===== src/rtl/bp_cce_gad_stream.sv =====
// bp_cce_gad_stream
//
// Streaming GAD (gather and decide) block for the CCE. It accepts a request
// context, then collects the per-LCE directory entries of one way-group as a
// series of row beats, row_width_p LCEs per beat. After the last beat it
// presents the GAD decision, held stable, until the CCE pops it.
//
// Ports
//   clk_i, reset_n_i      clock, synchronous active-low reset
//   start_v_i / start_ready_o
//                         request context handshake (accepted in IDLE only)
//   req_lce_i, req_wr_i, lru_dirty_i, lru_cached_excl_i
//                         request context fields, captured at start
//   row_v_i / row_ready_o one directory row beat (accepted in SCAN only)
//   row_hits_i, row_ways_i, row_states_i
//                         per-entry hit, way and state {dirty, owned, shared}
//   v_o / yumi_i          result valid / result consumed
//   req_addr_way_o, owner_lce_o, owner_way_o, *_flag_o, inv_lce_o, sharer_cnt_o
//                         GAD result, driven only from registered state
module bp_cce_gad_stream #(
    parameter int num_lce_p      = 8,
    parameter int lce_assoc_p    = 8,
    parameter int lce_id_width_p = 4,
    parameter int row_width_p    = 2,
    parameter int downgrade_en_p = 1,
    localparam int way_w         = (lce_assoc_p > 1) ? $clog2(lce_assoc_p) : 1,
    localparam int cnt_w         = $clog2(num_lce_p + 1)
) (
    input  logic                           clk_i,
    input  logic                           reset_n_i,

    input  logic                           start_v_i,
    output logic                           start_ready_o,
    input  logic [lce_id_width_p-1:0]      req_lce_i,
    input  logic                           req_wr_i,
    input  logic                           lru_dirty_i,
    input  logic                           lru_cached_excl_i,

    input  logic                           row_v_i,
    output logic                           row_ready_o,
    input  logic [row_width_p-1:0]         row_hits_i,
    input  logic [row_width_p*way_w-1:0]   row_ways_i,
    input  logic [row_width_p*3-1:0]       row_states_i,

    output logic                           v_o,
    input  logic                           yumi_i,
    output logic [way_w-1:0]               req_addr_way_o,
    output logic [lce_id_width_p-1:0]      owner_lce_o,
    output logic [way_w-1:0]               owner_way_o,
    output logic                           transfer_flag_o,
    output logic                           replacement_flag_o,
    output logic                           upgrade_flag_o,
    output logic                           invalidate_flag_o,
    output logic                           downgrade_flag_o,
    output logic                           cached_flag_o,
    output logic                           cached_exclusive_flag_o,
    output logic                           cached_owned_flag_o,
    output logic                           cached_dirty_flag_o,
    output logic [num_lce_p-1:0]           inv_lce_o,
    output logic [cnt_w-1:0]               sharer_cnt_o
);

    localparam int lce_idx_w = (num_lce_p > 1) ? $clog2(num_lce_p) : 1;
    localparam int rows_lp   = (num_lce_p + row_width_p - 1) / row_width_p;
    localparam int row_cnt_w = (rows_lp > 1) ? $clog2(rows_lp) : 1;

    typedef enum logic [1:0] {IDLE, SCAN, DONE} state_e;

    state_e                           state_q, state_d;
    logic [lce_idx_w-1:0]             req_idx_q, req_idx_d;
    logic                             req_wr_q, req_wr_d;
    logic                             lru_dirty_q, lru_dirty_d;
    logic                             lru_cached_excl_q, lru_cached_excl_d;
    logic [row_cnt_w-1:0]             row_cnt_q, row_cnt_d;
    logic [num_lce_p-1:0]             hit_q, hit_d;
    logic [num_lce_p-1:0]             shared_q, shared_d;
    logic [num_lce_p-1:0]             owned_q, owned_d;
    logic [num_lce_p-1:0]             dirty_q, dirty_d;
    logic [num_lce_p-1:0][way_w-1:0]  way_q, way_d;
    logic                             start_ready_q, start_ready_d;
    logic                             row_ready_q, row_ready_d;
    logic                             v_q, v_d;

    // Only the low bits of the LCE ID select an LCE; the rest are don't-care.
    logic unused_req_lce;
    assign unused_req_lce = ^req_lce_i;

    always_comb begin
        state_d           = state_q;
        req_idx_d         = req_idx_q;
        req_wr_d          = req_wr_q;
        lru_dirty_d       = lru_dirty_q;
        lru_cached_excl_d = lru_cached_excl_q;
        row_cnt_d         = row_cnt_q;
        hit_d             = hit_q;
        shared_d          = shared_q;
        owned_d           = owned_q;
        dirty_d           = dirty_q;
        way_d             = way_q;

        case (state_q)
            IDLE: begin
                if (start_v_i) begin
                    req_idx_d         = req_lce_i[lce_idx_w-1:0];
                    req_wr_d          = req_wr_i;
                    lru_dirty_d       = lru_dirty_i;
                    lru_cached_excl_d = lru_cached_excl_i;
                    row_cnt_d         = '0;
                    hit_d             = '0;
                    shared_d          = '0;
                    owned_d           = '0;
                    dirty_d           = '0;
                    way_d             = '0;
                    state_d           = SCAN;
                end
            end
            SCAN: begin
                if (row_v_i) begin
                    // LCE i lives in row i/row_width_p, slot i%row_width_p.
                    // Slots past num_lce_p in the last row have no LCE and
                    // are simply never selected.
                    for (int i = 0; i < num_lce_p; i++) begin
                        if (row_cnt_q == row_cnt_w'(i / row_width_p)) begin
                            hit_d[i]    = row_hits_i[i % row_width_p];
                            way_d[i]    = row_ways_i[(i % row_width_p)*way_w +: way_w];
                            shared_d[i] = row_states_i[(i % row_width_p)*3 + 0];
                            owned_d[i]  = row_states_i[(i % row_width_p)*3 + 1];
                            dirty_d[i]  = row_states_i[(i % row_width_p)*3 + 2];
                        end
                    end
                    row_cnt_d = row_cnt_q + 1'b1;
                    if (row_cnt_q == row_cnt_w'(rows_lp - 1)) begin
                        state_d = DONE;
                    end
                end
            end
            DONE: begin
                if (yumi_i) begin
                    state_d = IDLE;
                end
            end
            default: state_d = IDLE;
        endcase

        // Handshake outputs are registered from the next state.
        start_ready_d = (state_d == IDLE);
        row_ready_d   = (state_d == SCAN);
        v_d           = (state_d == DONE);
    end

    always_ff @(posedge clk_i) begin
        if (!reset_n_i) begin
            state_q           <= IDLE;
            req_idx_q         <= '0;
            req_wr_q          <= 1'b0;
            lru_dirty_q       <= 1'b0;
            lru_cached_excl_q <= 1'b0;
            row_cnt_q         <= '0;
            hit_q             <= '0;
            shared_q          <= '0;
            owned_q           <= '0;
            dirty_q           <= '0;
            way_q             <= '0;
            start_ready_q     <= 1'b1;
            row_ready_q       <= 1'b0;
            v_q               <= 1'b0;
        end else begin
            state_q           <= state_d;
            req_idx_q         <= req_idx_d;
            req_wr_q          <= req_wr_d;
            lru_dirty_q       <= lru_dirty_d;
            lru_cached_excl_q <= lru_cached_excl_d;
            row_cnt_q         <= row_cnt_d;
            hit_q             <= hit_d;
            shared_q          <= shared_d;
            owned_q           <= owned_d;
            dirty_q           <= dirty_d;
            way_q             <= way_d;
            start_ready_q     <= start_ready_d;
            row_ready_q       <= row_ready_d;
            v_q               <= v_d;
        end
    end

    // Result decode, purely from the accumulated directory state.
    logic [num_lce_p-1:0] req_oh;
    logic [num_lce_p-1:0] oth;
    logic                 req_hit;
    logic                 req_shared;
    logic [way_w-1:0]     req_way;
    logic [lce_idx_w-1:0] owner_idx;
    logic [way_w-1:0]     owner_way;
    logic [cnt_w-1:0]     sharer_cnt;

    always_comb begin
        req_oh     = '0;
        req_hit    = 1'b0;
        req_shared = 1'b0;
        req_way    = '0;
        for (int i = 0; i < num_lce_p; i++) begin
            if (lce_idx_w'(i) == req_idx_q) begin
                req_oh[i]  = 1'b1;
                req_hit    = hit_q[i];
                req_shared = shared_q[i];
                if (hit_q[i]) begin
                    req_way = way_q[i];
                end
            end
        end

        oth = hit_q & ~req_oh;

        // Scan downward so the lowest-index owner is the one that sticks.
        owner_idx = '0;
        owner_way = '0;
        for (int i = num_lce_p - 1; i >= 0; i--) begin
            if (oth[i] && owned_q[i]) begin
                owner_idx = lce_idx_w'(i);
                owner_way = way_q[i];
            end
        end

        sharer_cnt = '0;
        for (int i = 0; i < num_lce_p; i++) begin
            sharer_cnt = sharer_cnt + cnt_w'(oth[i]);
        end
    end

    logic dg_en;
    assign dg_en = 1'(downgrade_en_p != 0);

    assign start_ready_o           = start_ready_q;
    assign row_ready_o             = row_ready_q;
    assign v_o                     = v_q;

    assign cached_flag_o           = |oth;
    assign cached_exclusive_flag_o = |(oth & ~shared_q);
    assign cached_owned_flag_o     = |(oth & owned_q);
    assign cached_dirty_flag_o     = |(oth & dirty_q);
    assign transfer_flag_o         = cached_owned_flag_o;
    assign upgrade_flag_o          = req_wr_q & req_hit & req_shared;
    assign replacement_flag_o      = ~upgrade_flag_o & lru_cached_excl_q & lru_dirty_q;
    assign downgrade_flag_o        = dg_en & ~req_wr_q & cached_owned_flag_o;
    // A downgraded owner keeps its copy, so it is not an invalidation target.
    assign invalidate_flag_o       = req_wr_q ? cached_flag_o
                                              : (cached_exclusive_flag_o & ~downgrade_flag_o);
    assign inv_lce_o               = !invalidate_flag_o ? '0
                                   : req_wr_q ? oth
                                   : (oth & ~shared_q);

    assign req_addr_way_o          = req_way;
    assign owner_lce_o             = lce_id_width_p'(owner_idx);
    assign owner_way_o             = owner_way;
    assign sharer_cnt_o            = sharer_cnt;

endmodule


===== config.mk =====
export PLATFORM = sky130hd
export DESIGN_NAME = bp_cce_gad_stream
export DESIGN_NICKNAME = d
export VERILOG_FILES = /design/src/rtl/bp_cce_gad_stream.sv
export SDC_FILE = /design/constraint.sdc
export NUM_CORES = 1
export LEC_CHECK = 0
export ABC_AREA = 1
export BUFFER_PORTS_ARGS = -buffer_cell sky130_fd_sc_hd__buf_2
export CORE_MARGIN = 3
export CORE_UTILIZATION = 30
export CTS_CLUSTER_DIAMETER = 100
export CTS_CLUSTER_SIZE = 28
export DETAILED_ROUTE_END_ITERATION = 6
export MAX_ROUTING_LAYER = met4
export PLACE_DENSITY = 0.49
export SYNTH_ARGS = -nofsm -noshare
export SYNTH_HDL_FRONTEND = slang
export SYNTH_SLANG_ARGS = --single-unit

===== constraint.sdc =====
create_clock -name clk_i -period 6.9 [get_ports clk_i]
set_clock_uncertainty 0.05 [all_clocks]
set_input_delay 0.345 -clock clk_i [delete_from_list [all_inputs] [get_ports clk_i]]
set_output_delay 0.345 -clock clk_i [all_outputs]
set_load 0.02 [all_outputs]

== After elaboration in Yosys (flattened, before gate mapping) ==
Cells that the tools add are included.
Operators by class
  add/sub/neg operators: 8
  equal/unequal tests: 20
  reductions and logical operators: 23
  mux-type cells: 119
  bitwise operators: 15
Operators by type and width (count)
  $mux 3: 40
  $pmux 8 s2: 4
  $mux 1: 57
  $mux 8: 7
  $mux 24: 2
  $pmux 24 s2: 1
  $and 8x8->8: 4
  $reduce_or 8->1: 4
  $add 4x1->4: 4
  $not 8->8: 2
  $reduce_and 4->1: 4
  $eq 3x3->1 const A: 4
  $mux 2: 6
  $ne 2x2->1 const B: 6
  $eq 2x2->1 const B: 4
  $logic_and 1x1->1: 8
  $and 1x1->1: 6
  $eq 2x1->1 const B: 3
  $eq 2x3->1 const A: 2
  $logic_not 2->1: 3
  $pmux 2 s3: 1
  $add 3x1->4: 1
  $pmux 2 s2: 1
  $add 2x1->3: 1
  other kinds (8): 10
Storage, ports and cells
  bits of input ports: 26
  output and inout port bits: 34
  bits in registers: 69
  logic and storage cells: 218

== Longest topological paths before layout ==
  depth after elaboration: 16
  gate-level depth with buffers: 13

== Worst setup path after synthesis ==
OpenSTA, ideal clock, no wires.
  kind: flip-flop to output port
  start point: register req_idx_q[1]
  end point: output port sharer_cnt_o[2]
  setup slack: 3.409 ns
  data arrival time: 3.096 ns
  buffers on the path: 1
  cell stages (with the launch flop): 13
  cell sequence: dfxtp_1 -> buf_6 -> nor2_1 -> nand2_1 -> nand2_1 -> fa_1 -> fa_1 -> fa_1 -> inv_1 -> ha_1 -> inv_1 -> fa_1 -> xnor2_1
Between the ends
  cells in the longest elaborated chain, start to end: 11
  elaborated cells between the ends (all ways): 25
  those cells by class: add/sub: 7; eq/ne: 7; mux: 8; bitwise: 2; reduce/logical: 1
Ends and longest elaborated chain
  start, declared: RTL line 70  | logic [lce_idx_w-1:0] req_idx_q, req_idx_d;
  start signal, assigned: RTL line 169  | req_idx_q <= req_idx_d;
  $eq 1x3->1 or $logic_not 3->1 (tied branches): RTL line 201  | if (lce_idx_w'(i) == req_idx_q) begin
  $mux 1: RTL line 201
  $not 8->8 *: RTL line 211  | oth = hit_q & ~req_oh;
  $and 8x8->8 *: RTL line 211
  $add 1x1->2: RTL line 225  | sharer_cnt = sharer_cnt + cnt_w'(oth[i]);
  $add 2x1->3: RTL line 225
  $add 3x1->4: RTL line 225
  $add 4x1->4 (3 in series): RTL line 225
  $add 4x1->4 *: RTL line 225
  end, declared: RTL line 60  | output logic [cnt_w-1:0] sharer_cnt_o
Mark *: on every way between the ends. The rest lies on a longest branch, timed or not.

== Worst setup path in the final report ==
Same ends and word-level chain as after synthesis.

==> implementation parameters <==
Parameter                              Value

CTS
  Hold Buf Count CTS ... 0
  Number of sinks on the clock net ... 69
  # H-tree levels ... 3
  Clock tree from TritonCTS ... built
  Clk pin slew, worst setup/hold paths ... 0.06 ns
  Cell chosen for the clock root ... sky130_fd_sc_hd__clkbuf_16
  Clock buffer count from CTS ... 9
  Post-CTS setup buffers ... 0
  Maximum root-to-sink buffer count ... 2
  Skew-Pair Late Insertion Delay ... around 0.34 ns
  CTS resizes ... 0

GRT
  Maximum number of pins on one net before global-route repair ... 63
  Wire length of the first global-routing pass ... between 15 and 20 mm
  Initial antenna violation count ... 0
  GR Overflow Total ... 0
  Vias in the first global route ... roughly 3600
  Overall track demand over capacity in global routing ... roughly 17%

Finish
  Number of diodes ... 0
  Number of nets at the end of the flow ... 696
  Fillers ... 1441
  Share of post-route cells with drive strength above 1 ... approximately 18%
  Synthesis-to-finish area growth ... 18.5%

Synthesis
  Count of unique library cells instantiated by Yosys ... 33
  Synthesized cell area ... about 4000 um2
  Mean cell area of the mapped netlist ... between 6 and 7 um2
  Post-Synthesis Cells ... 609
  Fraction of registers with async set or reset after synthesis ... 0%
  Count of flip-flops with a built-in enable after synthesis ... 0
  Yosys reg bits ... 69
  Count of yosys warnings during synthesis ... 0
  Number of nets produced by synthesis ... around 650
  Sequential-to-total area share from yosys stat ... a little over a third
  Most common flop cell mapped by yosys ... sky130_fd_sc_hd__dfxtp_1

Setup path
  CP Class ... register to primary output
  Terminus of the critical flop-to-flop path ... way_q[2]
  Start point of the critical path ... req_idx_q[1]
  Maximum fanout along the worst path ... 8
  Reg2reg setup slack ... between 4 and 5 ns
  Worst Setup Start Kind ... register
  Critical Path End ... sharer_cnt_o[2]
  Startpoint of the most critical register-to-register path ... state_q[1]
  Worst Reg-to-Reg Cells ... 10
  Worst endpoint data arrival time ... roughly 3.6 ns
  Endpoint type of the worst setup path ... primary output
  Required arrival time at the worst endpoint ... roughly 6.5 ns

Timing
  Setup-failing EPs final ... 0
  Number of max-slew violations in the final report ... 0
  Crit path time final ... between 4 and 5 ns
  Measured slew at the worst slew-check pin ... 1.22 ns
  Max-slew headroom ... 18.9%
  Maximum clock frequency ... 250 MHz
  Setup TNS Final ... 0 ns
  Setup repair after global routing missed its margin ... false
  Final-report hold violation count ... 0
  Ratio of final minimum period to clock period ... just under 60%

Pwr
  Leakage power summed over all cells ... 0.00218 uW
  Worst supply voltage drop on vdd ... around 0.13 mV
  Power Total ... between 1000 and 1500 uW
  Power density over cell area ... 245 nW/um2

Routing
  Average via count per standard cell ... about 4.7
  Final wirelength ... roughly 12 mm
  DRC violation count after routing ... 0
  First-pass DRT Iterations ... 4
  1st-iter DRT viols ... 297
  Antenna Violating Nets Remaining ... 0
  Number of vias in the routed layout ... between 3000 and 4000
  Post-DR wirelength/cell ... between 10 and 15 um

Floorplan
  Number of primary I/O pins ... 60
  Floorplan die width ... 121 um
  Core Footprint ... 12800 um2
  Effective utilization at floorplan ... between 30 and 40%
  Die outline area ... 14600 um2
  Height of the die ... 121 um
  Rows ... slightly above 40

Hold path
  Class of the tightest hold or removal check ... primary input to register

Placement
  Count of buffers from port buffering ... between 50 and 60
  Final weighted congestion in routability-driven placement ... between 0.8 and 0.9
  Post-detailed-placement half-perimeter wirelength ... 9.13 mm

Status
  Outcome ... finished, final reports clean

Job
  Number of max-cap violations ... 0
==> sequential cells by signal, indices dropped and copies added, names as in the netlist, 2 cells and up <==
| register | cells |
|---|---|
| row_cnt_q | 2 |
| way_q | 24 |
| owned_q | 8 |
| hit_q | 8 |
| req_idx_q | 3 |
| shared_q | 8 |
| dirty_q | 8 |
| state_q | 2 |
==> area by class of cell <==
type,instances,area [um2],area share (%)
Tap cell,172,215,4.59
Timing Repair Buffer,57,285,6.08
Multi-Input combinational cell,433,2130,45.4
Sequential cell,69,1380,29.5
Clock inverter,6,110,2.35
Clock buffer,10,239,5.10
Inverter,88,330,7.05
==> per-stage QoR <==
stage | util, % | setup slack [ns] | instances | instance area [um2] | hold slack, ns
global route | 36.7 | 2.70 | 835 | 4690 | 0.227
detailed placement | 34.0 | 3.27 | 819 | 4340 | 0.403
global placement | 34.0 | 3.28 | 819 | 4340 | 0.397
CTS | 36.7 | 2.87 | 835 | 4690 | 0.212
floorplan | - | 3.41 | 609 | 3960 | 0.389
finish | 36.7 | 2.89 | 835 | 4690 | 0.220
==> per-layer routing <==
layer | vias to the layer above | track usage, % | wire length [um]
met2 | 106 | 27.2 | 5560
met5 | - | - | 0
met3 | 12 | 4.44 | 616
li1 | 2022 | - | -
met1 | 1815 | 22.0 | 5600
met4 | 0 | 5.31 | 170
==> placed cells by master, fill, tap and decap left out, types with 2 or more instances in the layout <==
master,synthesis,layout
sky130_fd_sc_hd__ha_1,8,8
sky130_fd_sc_hd__nor2_2,4,4
sky130_fd_sc_hd__bufinv_16,0,3
sky130_fd_sc_hd__nand4_1,8,8
sky130_fd_sc_hd__buf_2,3,57
sky130_fd_sc_hd__clkbuf_16,0,9
sky130_fd_sc_hd__o21ai_2,3,3
sky130_fd_sc_hd__inv_2,9,9
sky130_fd_sc_hd__o21ai_0,22,22
sky130_fd_sc_hd__dfxtp_1,69,69
sky130_fd_sc_hd__a211oi_1,3,3
sky130_fd_sc_hd__nand3_1,28,28
sky130_fd_sc_hd__or2_2,3,3
sky130_fd_sc_hd__nand2_1,195,195
sky130_fd_sc_hd__nor3_1,3,3
sky130_fd_sc_hd__nand2_2,12,12
sky130_fd_sc_hd__a31oi_1,4,4
sky130_fd_sc_hd__a21oi_1,67,67
sky130_fd_sc_hd__clkinvlp_4,0,2
sky130_fd_sc_hd__o22ai_1,5,5
sky130_fd_sc_hd__fa_1,4,4
sky130_fd_sc_hd__a21oi_2,11,11
sky130_fd_sc_hd__inv_1,78,78
sky130_fd_sc_hd__nor2_1,45,45
==> kinds of logic after synthesis <==
kind of cell             share of synthesized area, %
AND/OR/NAND/NOR                                  31.4
flip-flops                                       34.9
other                                          0.0948
adder cells (fa/ha/maj)                          4.56
AO/OA/AOI/OAI                                    17.5
buffers and inverters                            11.3
XOR/XNOR                                        0.221
==> Yosys cell counts, types with 3 or more instances <==
library cell | n | share of area (%)
sky130_fd_sc_hd__a211oi_1 | 3 | 0.57
sky130_fd_sc_hd__o22ai_1 | 5 | 0.79
sky130_fd_sc_hd__inv_1 | 78 | 7.4
sky130_fd_sc_hd__inv_2 | 9 | 0.85
sky130_fd_sc_hd__buf_6 | 4 | 1.1
sky130_fd_sc_hd__nand3_1 | 28 | 3.5
sky130_fd_sc_hd__nor2_1 | 45 | 4.3
sky130_fd_sc_hd__nand4_1 | 8 | 1.3
sky130_fd_sc_hd__nor2_2 | 4 | 0.63
sky130_fd_sc_hd__ha_1 | 8 | 2.5
sky130_fd_sc_hd__buf_4 | 3 | 0.57
sky130_fd_sc_hd__fa_1 | 4 | 2.0
sky130_fd_sc_hd__nand2_1 | 195 | 19
sky130_fd_sc_hd__clkbuf_1 | 9 | 0.85
sky130_fd_sc_hd__o21ai_2 | 3 | 0.66
sky130_fd_sc_hd__or2_2 | 3 | 0.47
sky130_fd_sc_hd__nand2_2 | 12 | 1.9
sky130_fd_sc_hd__a31oi_1 | 4 | 0.63
sky130_fd_sc_hd__o21ai_0 | 22 | 2.8
sky130_fd_sc_hd__a21oi_1 | 67 | 8.5
sky130_fd_sc_hd__nor3_1 | 3 | 0.38
sky130_fd_sc_hd__buf_2 | 3 | 0.38
sky130_fd_sc_hd__a21oi_2 | 11 | 2.4
sky130_fd_sc_hd__dfxtp_1 | 69 | 35
==> worst min path at each step <==
stage / start / endpoint / cells past startpoint
after floorplan: dirty_q[2] / dirty_q[2] / 2
after global placement: owned_q[3] / owned_q[3] / 2
after detailed placement: owned_q[4] / owned_q[4] / 2
after CTS: lru_dirty_i / lru_dirty_q / 3
after global routing: lru_dirty_i / lru_dirty_q / 3
final: lru_dirty_i / lru_dirty_q / 3
==> report_power, final <==
group          internal, uW  total, uW  switching [uW]  leakage [uW]
Sequential              417        433            15.8      0.000561
Combinational          46.1        166             120       0.00145
Clock                   362        548             186      0.000165
==> critical path, stage by stage (launching register included) <==
cell,delay (ns)
sky130_fd_sc_hd__dfxtp_1,0.45
sky130_fd_sc_hd__inv_1,0.12
sky130_fd_sc_hd__nand3_1,0.17
sky130_fd_sc_hd__nand2_1,0.15
sky130_fd_sc_hd__fa_1,0.49
sky130_fd_sc_hd__fa_1,0.51
sky130_fd_sc_hd__fa_1,0.41
sky130_fd_sc_hd__inv_1,0.07
sky130_fd_sc_hd__ha_1,0.15
sky130_fd_sc_hd__inv_1,0.05
sky130_fd_sc_hd__fa_1,0.37
sky130_fd_sc_hd__xnor2_1,0.16
sky130_fd_sc_hd__buf_2,0.18
Power figures use the tool's default switching activity.
